[config.mk]
export PLATFORM = sky130hd
export DESIGN_NAME = fifo_rd_packer
export DESIGN_NICKNAME = d
export VERILOG_FILES = /design/src/rtl/fifo_rd_packer.sv
export SDC_FILE = /design/constraint.sdc
export NUM_CORES = 1
export LEC_CHECK = 0
export CORE_MARGIN = 8
export CORE_UTILIZATION = 47
export CTS_CLUSTER_DIAMETER = 40
export DETAILED_ROUTE_END_ITERATION = 8
export GPL_TIMING_DRIVEN = 0
export PLACE_DENSITY = 0.82
export SETUP_SLACK_MARGIN = 0.2
export SLEW_MARGIN = 20
export SYNTH_ARGS = -nofsm -noshare
export SYNTH_HDL_FRONTEND = slang
export SYNTH_SLANG_ARGS = --single-unit
[constraint.sdc]
create_clock -name clk_i -period 1.9 [get_ports clk_i]
set_clock_uncertainty 0.15 [all_clocks]
set_input_delay 0.38 -clock clk_i [delete_from_list [all_inputs] [get_ports clk_i]]
set_output_delay 0.38 -clock clk_i [all_outputs]
set_load 0.05 [all_outputs]
[src/rtl/fifo_rd_packer.sv]
// fifo_rd_packer: pulls bytes from a registered-output FIFO and packs LANES of
// them into one word (lane 0 = first byte) behind a ready/valid output register.
// Optional build macro PACK_FLUSH_EN: flush a partial word after TIMEOUT idle
// cycles, with m_keep_o marking the filled lanes. Without it, partial words
// are held until they fill and m_keep_o is all-ones on every load.
module fifo_rd_packer #(
  parameter int WIDTH   = 8,
  parameter int LANES   = 4,
  parameter int TIMEOUT = 16
) (
  input  logic                     clk_i,
  input  logic                     rst_n_i,
  input  logic [WIDTH-1:0]         fifo_rdata_i,
  input  logic                     fifo_empty_i,
  input  logic                     fifo_rd_error_i,
  output logic                     fifo_rd_en_o,
  output logic [WIDTH*LANES-1:0]   m_data_o,
  output logic [LANES-1:0]         m_keep_o,
  output logic                     m_valid_o,
  input  logic                     m_ready_i,
  output logic                     err_o
);

  localparam int CW = $clog2(LANES + 1);
  localparam int TW = $clog2(TIMEOUT + 1);

`ifdef PACK_FLUSH_EN
  localparam bit FLUSH_EN = 1'b1;
`else
  localparam bit FLUSH_EN = 1'b0;
`endif

  logic [WIDTH-1:0]       pack_reg [LANES];
  logic [CW-1:0]          cnt_reg;
  logic                   pend_reg;
  logic [WIDTH*LANES-1:0] m_data_reg;
  logic [LANES-1:0]       m_keep_reg;
  logic                   m_valid_reg;
  logic                   err_reg;
  logic [TW-1:0]          idle_reg;

  logic                   rd_en;
  logic                   load;
  logic                   flush_req;
  logic                   idle_hit;
  logic [CW:0]            occupancy;
  logic [CW-1:0]          wr_lane;
  logic [WIDTH*LANES-1:0] pack_masked;
  logic [LANES-1:0]       keep_fill;
  logic [LANES-1:0]       keep_load;

  // Bytes already captured plus the one still on its way from the FIFO.
  assign occupancy = {1'b0, cnt_reg} + {{CW{1'b0}}, pend_reg};

  // Read only when there is room for the byte; a pending flush freezes reads
  // so the partial word cannot grow while it is being emitted.
  assign rd_en = rst_n_i & ~fifo_empty_i & (occupancy < (CW+1)'(LANES)) & ~flush_req;

  // Move the pack register to the output stage when full (or flushing) and
  // the output stage is empty or being drained on this edge.
  assign load = ((cnt_reg == CW'(LANES)) | flush_req) & (~m_valid_reg | m_ready_i);

  // A byte arriving on a load edge starts the next word in lane 0.
  assign wr_lane = load ? '0 : cnt_reg;

  assign idle_hit  = (idle_reg == TW'(TIMEOUT));
  assign flush_req = FLUSH_EN & idle_hit;
  assign keep_load = FLUSH_EN ? keep_fill : '1;

  genvar gi;
  generate
    for (gi = 0; gi < LANES; gi++) begin : g_lane
      assign keep_fill[gi] = (CW'(gi) < cnt_reg);
      assign pack_masked[gi*WIDTH +: WIDTH] = keep_fill[gi] ? pack_reg[gi] : '0;

      // Capture the returning FIFO byte into its lane.
      always_ff @(posedge clk_i) begin
        if (!rst_n_i) begin
          pack_reg[gi] <= '0;
        end else if (pend_reg && (wr_lane == CW'(gi))) begin
          pack_reg[gi] <= fifo_rdata_i;
        end
      end
    end
  endgenerate

  // Track the in-flight read and the number of captured lanes.
  always_ff @(posedge clk_i) begin
    if (!rst_n_i) begin
      pend_reg <= 1'b0;
      cnt_reg  <= '0;
    end else begin
      pend_reg <= rd_en;
      if (load) begin
        cnt_reg <= CW'(pend_reg);
      end else if (pend_reg) begin
        cnt_reg <= cnt_reg + CW'(1);
      end
    end
  end

  // Output register: load a packed word, drop valid once accepted, else hold.
  always_ff @(posedge clk_i) begin
    if (!rst_n_i) begin
      m_data_reg  <= '0;
      m_keep_reg  <= '0;
      m_valid_reg <= 1'b0;
    end else if (load) begin
      m_data_reg  <= pack_masked;
      m_keep_reg  <= keep_load;
      m_valid_reg <= 1'b1;
    end else if (m_valid_reg && m_ready_i) begin
      m_valid_reg <= 1'b0;
    end
  end

  // Idle counter: runs while a started word waits on an empty FIFO, saturating
  // at TIMEOUT so the flush request stays up until the word can be loaded.
  always_ff @(posedge clk_i) begin
    if (!rst_n_i) begin
      idle_reg <= '0;
    end else if (load) begin
      idle_reg <= '0;
    end else if ((cnt_reg != '0) && !pend_reg && fifo_empty_i) begin
      if (!idle_hit) begin
        idle_reg <= idle_reg + TW'(1);
      end
    end else begin
      idle_reg <= '0;
    end
  end

  // Sticky underflow flag, cleared only by reset.
  always_ff @(posedge clk_i) begin
    if (!rst_n_i) begin
      err_reg <= 1'b0;
    end else if (fifo_rd_error_i) begin
      err_reg <= 1'b1;
    end
  end

  assign fifo_rd_en_o = rd_en;
  assign m_data_o     = m_data_reg;
  assign m_keep_o     = m_keep_reg;
  assign m_valid_o    = m_valid_reg;
  assign err_o        = err_reg;

endmodule

* After elaboration in Yosys (flattened, before gate mapping)
Memories as Yosys holds them, arrays and structs flattened. A register that Yosys moved wholly into a read port is not among the register bits.
Cells that the tools add are included.
** Cells by class
- Add/sub/neg operators :: 2
- Magnitude comparators :: 1
- Eq/ne operators :: 4
- Muxes and demuxes :: 22
- Bitwise logic cells :: 11
- Reduce and logical (&&, ||, !) cells :: 13
** Operators by type and width (number)
- $mux W8 :: 4
- $mux W1 :: 17
- $eq A3 B2 Y1 const B :: 2
- $logic_and A1 B1 Y1 :: 5
- $or A1 B1 Y1 :: 5
- $add A3 B1 Y4 :: 1
- $logic_not A1 Y1 :: 4
- $lt A4 B3 Y1 const B :: 1
- $reduce_bool A2 Y1 :: 2
- $add A3 B1 Y3 const B :: 1
- $and A1 B1 Y1 :: 3
- $eq A3 B1 Y1 const B :: 1
- $eq A3 B3 Y1 const B :: 1
- $logic_not A3 Y1 :: 1
- $mux W3 :: 1
- $not A1 Y1 :: 3
- $reduce_or A2 Y1 :: 1
** Storage, ports and cells
- Register bits :: 7
- Bits in writable memories :: 32
- Output and inout port bits :: 39
- Logic and storage cells :: 60
- Memories :: 1
** Memory list
- pack_reg :: words 4, bits a word 8, read ports 4, clocked after Yosys merged registers in 4, write ports 4, line 33 : logic [WIDTH-1:0] pack_reg [LANES];

* Longest topological paths before layout
Gate-level depths: netlist of run 1.
- Depth after elaboration :: 10
- Mapped depth :: 7
- Gate-level depth less buffers :: 5

* Worst setup path before layout of run 1
Ideal clock, no wire load.
- Path type :: register to register
- From :: reg cnt_reg[0]
- To :: mem pack_reg[1][0] (enable)
- Setup time :: 384 ps
- Arrival time :: 1429 ps
- Required time :: 1366 ps
- Setup slack :: -63 ps
- Stages on the path, launching flop included :: 5
- Path buffers :: 0
- Period minus slack after synthesis :: 1963 ps
- Cells stage by stage :: dfxtp_1 -> inv_1 -> ha_1 -> a21oi_2 -> o21ai_0
** RTL lines
- start: declaration :: line 34 : logic [CW-1:0] cnt_reg;
- start signal: assignment :: line 95 : cnt_reg <= CW'(pend_reg);
- start signal: assignment :: line 97 : cnt_reg <= cnt_reg + CW'(1);
- end: declaration :: line 33

* Worst setup path in the final report of run 1
- From :: reg pend_reg
- To :: out fifo_rd_en_o
** On the way
- Word-level cells in the longest chain between the ends :: 3
** RTL lines
- start: declaration :: line 35 : logic pend_reg;
- start signal: assignment :: line 93 : pend_reg <= rd_en;
- $add A3 B1 Y4 :: line 53 : assign occupancy = {1'b0, cnt_reg} + {{CW{1'b0}}, pend_reg};
- $lt A4 B3 Y1 :: line 57 : assign rd_en = rst_n_i & ~fifo_empty_i & (occupancy < (CW+1)'(LANES)) & ~flush_req;
- $and A1 B1 Y1 :: line 57
- end: declaration :: line 16 : output logic fifo_rd_en_o,
No other way between the ends.

==> results of run 1 <==
[worst reg2reg max path, delay by kind of cell (launching register included)]
family,cells,cell delay (ns)
DFF,1,0.36
and+or+nand+nor,1,0.23
AOI/OAI and AO/OA,1,0.25
adders and majority gates,1,0.16
buffers and inverters,2,0.29
[power groups by stage]
stage | sequential [uW] | combinational (uW) | clock, uW
3_5_place_dp | 1680 | 147 | 0
2_1_floorplan | 1690 | 79.3 | 0
4_1_cts | 1650 | 170 | 1120
6_report | 1650 | 180 | 1100
5_1_grt | 1650 | 191 | 1180
3_3_place_gp | 1680 | 145 | 0
[cell families (layout without fill, tap and decap cells)]
| family | after synthesis | count (layout) | synth area share, % |
|---|---|---|---|
| xor gates and xnor gates | 1 | 1 | 0.292 |
| DFF | 71 | 71 | 58.1 |
| muxes | 2 | 2 | 0.668 |
| and+or+nand+nor | 88 | 88 | 14.8 |
| buffers and inverters | 28 | 104 | 7.64 |
| adders and majority gates | 5 | 5 | 2.09 |
| AOI/OAI and AO/OA | 77 | 78 | 16.4 |
[cells in the final DEF, fill, tap and decap left out, types with 5 or more instances in the layout]
master / count
dfxtp_1: 35
clkdlybuf4s15_2: 34
nand3_1: 32
edfxtp_1: 32
a21boi_1: 29
o21ai_0: 27
nor3_1: 24
nand2_1: 13
clkbuf_8: 12
buf_4: 11
and2_1: 9
clkdlybuf4s50_1: 9
clkbuf_4: 5
o21ai_1: 5
[area by class of cell]
class,instances,area [sq um]
tap,77,96.3
multi-input combinational,174,1110
timing repair buffer,60,614
buffer,25,255
sequential,71,1750
inverter,3,11.3
fill,480,2220
clock inverter,6,43.8
clock buffer,10,138
[synthesized netlist by cell type, types with 2 or more instances]
cell       n
dfxtp_1   39
o21ai_0   36
edfxtp_1  32
nand3_1   32
a21boi_1  29
nor3_1    24
nand2_1   16
and2_1     9
clkbuf_1   6
buf_4      5
ha_1       5
a21boi_0   3
buf_12     3
buf_2      3
clkbuf_2   3
clkbuf_8   3
inv_1      3
nor2_1     3
a21oi_1    2
a31oi_1    2
mux2i_1    2
[through the flow]
step	utilization [%]	total power (uW)	hold WS, ns
finish	64.4	2930	0.221
global route	64.4	3030	0.228
CTS	63.9	2940	0.290
detailed placement	57.8	1830	0.313
global placement	57.8	1830	0.298
floorplan	-	1770	0.340
[worst paths after layout]
path         cells after the start              to       start  slack (ns)
max                              3    fifo_rd_en_o    pend_reg        0.13
min                              3      cnt_reg[0]     rst_n_i        0.22
max reg2reg                      5  pack_reg[2][7]  cnt_reg[0]        0.17
min reg2reg                      1           err_o       err_o        0.32
[layer usage]
metal | track usage [%] | up-vias
li1 | - | 1125
met2 | 28.7 | 107
met3 | 4.99 | 29
met1 | 19.1 | 1125
met4 | 12.8 | 0
met5 | 0 | -
[timing repair]
item                       in CTS  in global routing
pin swaps                       6                  1
gates resized for setup       155                 22
setup endpoints to repair     129                 77
gates cloned                    3                  0
hold endpoints to repair        0                  0
setup buffers                   7                  0
==> results.ini, run 1 <==
[run_status]
status = finished clean

[clock_network]
cts_max_level = 3
cts_max_path_buffers = 2
clock-sinks = 71
cts_tree = done
cts-root-buf = clkbuf_8
cts_hold_buf = 0
cts_buffers = 9
insertion_delay_ns = 0.35
cts.reportedPaths.clkPinSlew_ns = 0.08

[routing]
drc = 0
drt_iter0_markers = 232
drt-total-wl_mm = 7.57
drtPass1Iterations = 6
highest-signal-layer = met4
viasPerCell = 5.60
met3WireLength_um = 548
drt-met1-wl_mm = 2.92
wl_per_cell_um = 17.8
wl_met2_mm = 3.79
vias = 2386
ant_nets = 0

[synthesis]
yosysTopAreaCellShare_pct = 32.1
avgSynthCellArea_sq_um = 11.0
synth-edff-count = 32
async_reset_ff_share_pct = 0
synth.yosys.warnings = 0
synth_cell_types = 33
yosys_register_bits = 71
synth.largest_area_cell = edfxtp_1
yosysSeqAreaShare_pct = 58.1
synth_ff_type = dfxtp_1
synth_area_leaders = edfxtp_1 (32%), dfxtp_1 (26%), a21boi_1 (7.3%)
synth_area_sq_um = 3000
synth_fp_nets = 290
synthCells = 272

[power_and_ir_drop]
p_int_uw = 2230
power_leakage_uw = 0.00141
p_clk_share_pct = 37.6
cellPowerDensity_nw_per_um2 = 730
power.share.sequential_pct = 56.3
p_sw_share_pct = 24.1
ir_worst_vdd_mv = 0.506
combPwrFrac_pct = 6.1
power_switching_uw = 709

[global_routing]
overflow = 0
grt_start_max_net_pins = 14
globalRouteTotalUtil_pct = 17.5
antenna_found_initial = 0
grt_pass1_wl_mm = 12.1
grt_pass1_vias = 2409

[place]
portBuffers = 51
placed_area_sq_um = 3610
place.gp.congestion = 0.888
hpwl_mm = 4.95
place_ws_ns = -0.988
placed_cells = 400

[layout]
area_growth_pct = 34.1
drive_gt1_share_pct = 30.4
final_area_sq_um = 4020
antenna_cells = 0
num-nets-final = 362
final_cells = 426

[critical_path]
crit_type = register to primary output
crit_family = buffers and inverters
start_kind = register
critPathMaxStageDelay_ns = 0.33
worst_ep_required_time_ns = 1.37
critPathBufInv = 2
slowest_stage = dfxtp_1
worst_ep_arrival_time_ns = 1.24
cp_max_fo = 10
crit_chain = clkbuf_4 -> a31oi_2 -> buf_6
critical_path.endpoint_type = primary output

[floorplan]
die-width_um = 95.8
num_rows = 29
core_sq_um = 6240
ios = 52
initial_core_util_pct = 48.0
die_h_um = 95.8
die-area_sq_um = 9180

[timing]
finalSetupViolations = 0
drv_slew = 0
period_needed_ns = 1.77
slew_headroom_pct = 69.9
fin_crit_sh_pct = 93.1
worst_slack_ns = 0.130
maxClockFrequency_ghz = 0.565
hold_violations = 0
setup_tns_ns = 0
rsz0062_at_grt = true
tightest_slew_ns = 0.452

[min_path]
min_path_type = input pin to register

[job]
maxCapViolations = 0

Note: power is estimated with default switching activity, not from simulation.
==> run 2, diff against run 1 <==
--- a/config.mk
+++ b/config.mk
@@ -9,7 +9,6 @@
 export CORE_UTILIZATION = 47
 export CTS_CLUSTER_DIAMETER = 40
 export DETAILED_ROUTE_END_ITERATION = 8
-export GPL_TIMING_DRIVEN = 0
 export PLACE_DENSITY = 0.82
 export SETUP_SLACK_MARGIN = 0.2
 export SLEW_MARGIN = 20
==> run 2 against run 1 <==
  * Final area decreased by 5.7%
  * Cell count decreased by 2.6%
  * Critical path type unchanged
  * Sequential power is essentially flat
  * Clock-buffer cell count up 3
  * Register-to-register slack gained 0.09 ns
==> results.ini, run 2 (synthesis results as in run 1) <==
[floorplan]
die-width_um = 95.8  ; unchanged
ios = 52  ; unchanged
die_h_um = 95.8  ; unchanged
core_sq_um = 6240  ; unchanged
num_rows = 29  ; unchanged
initial_core_util_pct = 48.0  ; unchanged
die-area_sq_um = 9180  ; unchanged

[clock_network]
cts_max_path_buffers = 2  ; unchanged
cts_hold_buf = 0  ; unchanged
cts.reportedPaths.clkPinSlew_ns = 0.07  ; about the same
cts_buffers = 9  ; unchanged
insertion_delay_ns = 0.35  ; about the same
cts_max_level = 3  ; unchanged
cts_tree = done
clock-sinks = 71  ; unchanged
cts-root-buf = clkbuf_8

[power_and_ir_drop]
cellPowerDensity_nw_per_um2 = 879  ; +20%
power.share.sequential_pct = 49.6  ; -6.7 points
combPwrFrac_pct = 5.2  ; -0.9 points
ir_worst_vdd_mv = 0.547  ; +8.0%
p_int_uw = 2650  ; +19%
power_switching_uw = 681  ; -3.9%
power_leakage_uw = 0.00143  ; +1.2%
p_clk_share_pct = 45.2  ; +7.6 points
power_uw = 3330  ; +14%
p_sw_share_pct = 20.4  ; -3.7 points

[global_routing]
antenna_found_initial = 0  ; unchanged
grt_pass1_vias = 2269  ; -5.8%
globalRouteTotalUtil_pct = 15.8  ; -1.7 points
overflow = 0  ; unchanged
grt_start_max_net_pins = 34  ; +20
grt_pass1_wl_mm = 11.1  ; -7.9%

[timing]
rsz0062_at_grt = true
period_needed_ns = 1.71  ; -0.0623 ns
slew_headroom_pct = 77.2  ; +7.4 points
drv_slew = 0  ; unchanged
tightest_slew_ns = 0.341  ; -0.111 ns
finalSetupViolations = 0  ; unchanged
maxClockFrequency_ghz = 0.586  ; +3.7%
hold_violations = 0  ; unchanged
fin_crit_sh_pct = 89.9  ; -3.3 points

[critical_path]
worst_ep_required_time_ns = 1.37  ; about the same
critical_path.endpoint_type = primary output
start_kind = register
cp_max_fo = 2  ; -8
crit_type = register to primary output
worst_ep_arrival_time_ns = 1.18  ; -0.06 ns

[layout]
antenna_cells = 0  ; unchanged
area_growth_pct = 26.4
layout_commonest_cell = buf_4
drive_gt1_share_pct = 27.5  ; -2.9 points
final_cell_mix = buf_4 (60), dfxtp_1 (35), o21ai_0 (33), nand3_1 (32), edfxtp_1 (32)
final_area_sq_um = 3790  ; -5.7%
num-nets-final = 351  ; -3.0%

[routing]
ant_nets = 0  ; unchanged
vias = 2250  ; -5.7%
drc = 0  ; unchanged
viasPerCell = 5.42  ; -3.2%
drtPass1Iterations = 4  ; -2
wl_per_cell_um = 16.8  ; -5.3%
drt_iter0_markers = 188  ; -19%
drt-total-wl_mm = 6.99  ; -7.8%

[place]
placed_area_sq_um = 3460  ; -4.0%
place.gp.congestion = 0.873  ; -1.7%
hpwl_mm = 4.84  ; -2.2%
portBuffers = 51  ; unchanged

[job]
maxCapViolations = 0  ; unchanged

[min_path]
min_path_type = register to register

[run_status]
status = finished clean

## run 2: layer usage
metal	vias to the layer above	part of all wire, %	global-route usage (%)
met5	-	0	0
met4	0	2.5	6.15
met3	17	6.0	5.23
met2	66	51	27.4
met1	1068	40	17.6
li1	1099	-	-
## run 2: layout make-up
type | instances | area (sq um)
fill | 503 | 2450
sequential | 71 | 1750
multi-input combinational | 173 | 1060
timing repair buffer | 75 | 611
clock buffer | 13 | 191
tap | 77 | 96.3
clock inverter | 3 | 68.8
inverter | 3 | 11.3
## run 2: per-stage QoR
stage / setup TNS, ns / instances / util [%] / hold WS, ns / worst slack [ns]
after detailed placement: -2.82 / 396 / 55.5 / 0.309 / -0.0875
final: 0 / 415 / 60.7 / 0.325 / 0.193
after global routing: 0 / 415 / 60.7 / 0.348 / 0.141
after floorplan: 0 / 272 / - / 0.340 / 0.143
after global placement: -0.319 / 396 / 55.5 / 0.301 / -0.0191
after CTS: 0 / 414 / 60.1 / 0.326 / 0.162
## run 2: worst max-delay path, cell delays in order (launching register included)
cell and delay, ns:
dfxtp_2 0.34, nor2_2 0.09, nand2_2 0.08, a31oi_4 0.17, buf_12 0.16
## run 2: power by group through the flow
stage / clock network, uW / registers [uW] / logic (uW)
floorplan: 0 / 1690 / 79.3
global placement: 0 / 1680 / 157
detailed placement: 0 / 1680 / 162
CTS: 1520 / 1650 / 166
global route: 1590 / 1650 / 184
finish: 1510 / 1650 / 174
## run 2: timing repair
action | in CTS | in global routing
cloned | 0 | 0
pin swaps | 3 | 1
setup buffers | 2 | 1
endpoints found under the hold margin | 0 | 0
resized for setup | 6 | 9
endpoints found under the setup margin | 11 | 72
## run 2: path summary, 6_finish.rpt
| kind | from | end | slack, ns | cells past startpoint |
|---|---|---|---|---|
| max | cnt_reg[2] | fifo_rd_en_o | 0.19 | 4 |
| min | m_data_o[8] | m_data_o[8] | 0.33 | 2 |
| max reg2reg | cnt_reg[0] | pack_reg[3][6] | 0.26 | 5 |
| min reg2reg | m_data_o[8] | m_data_o[8] | 0.33 | 2 |
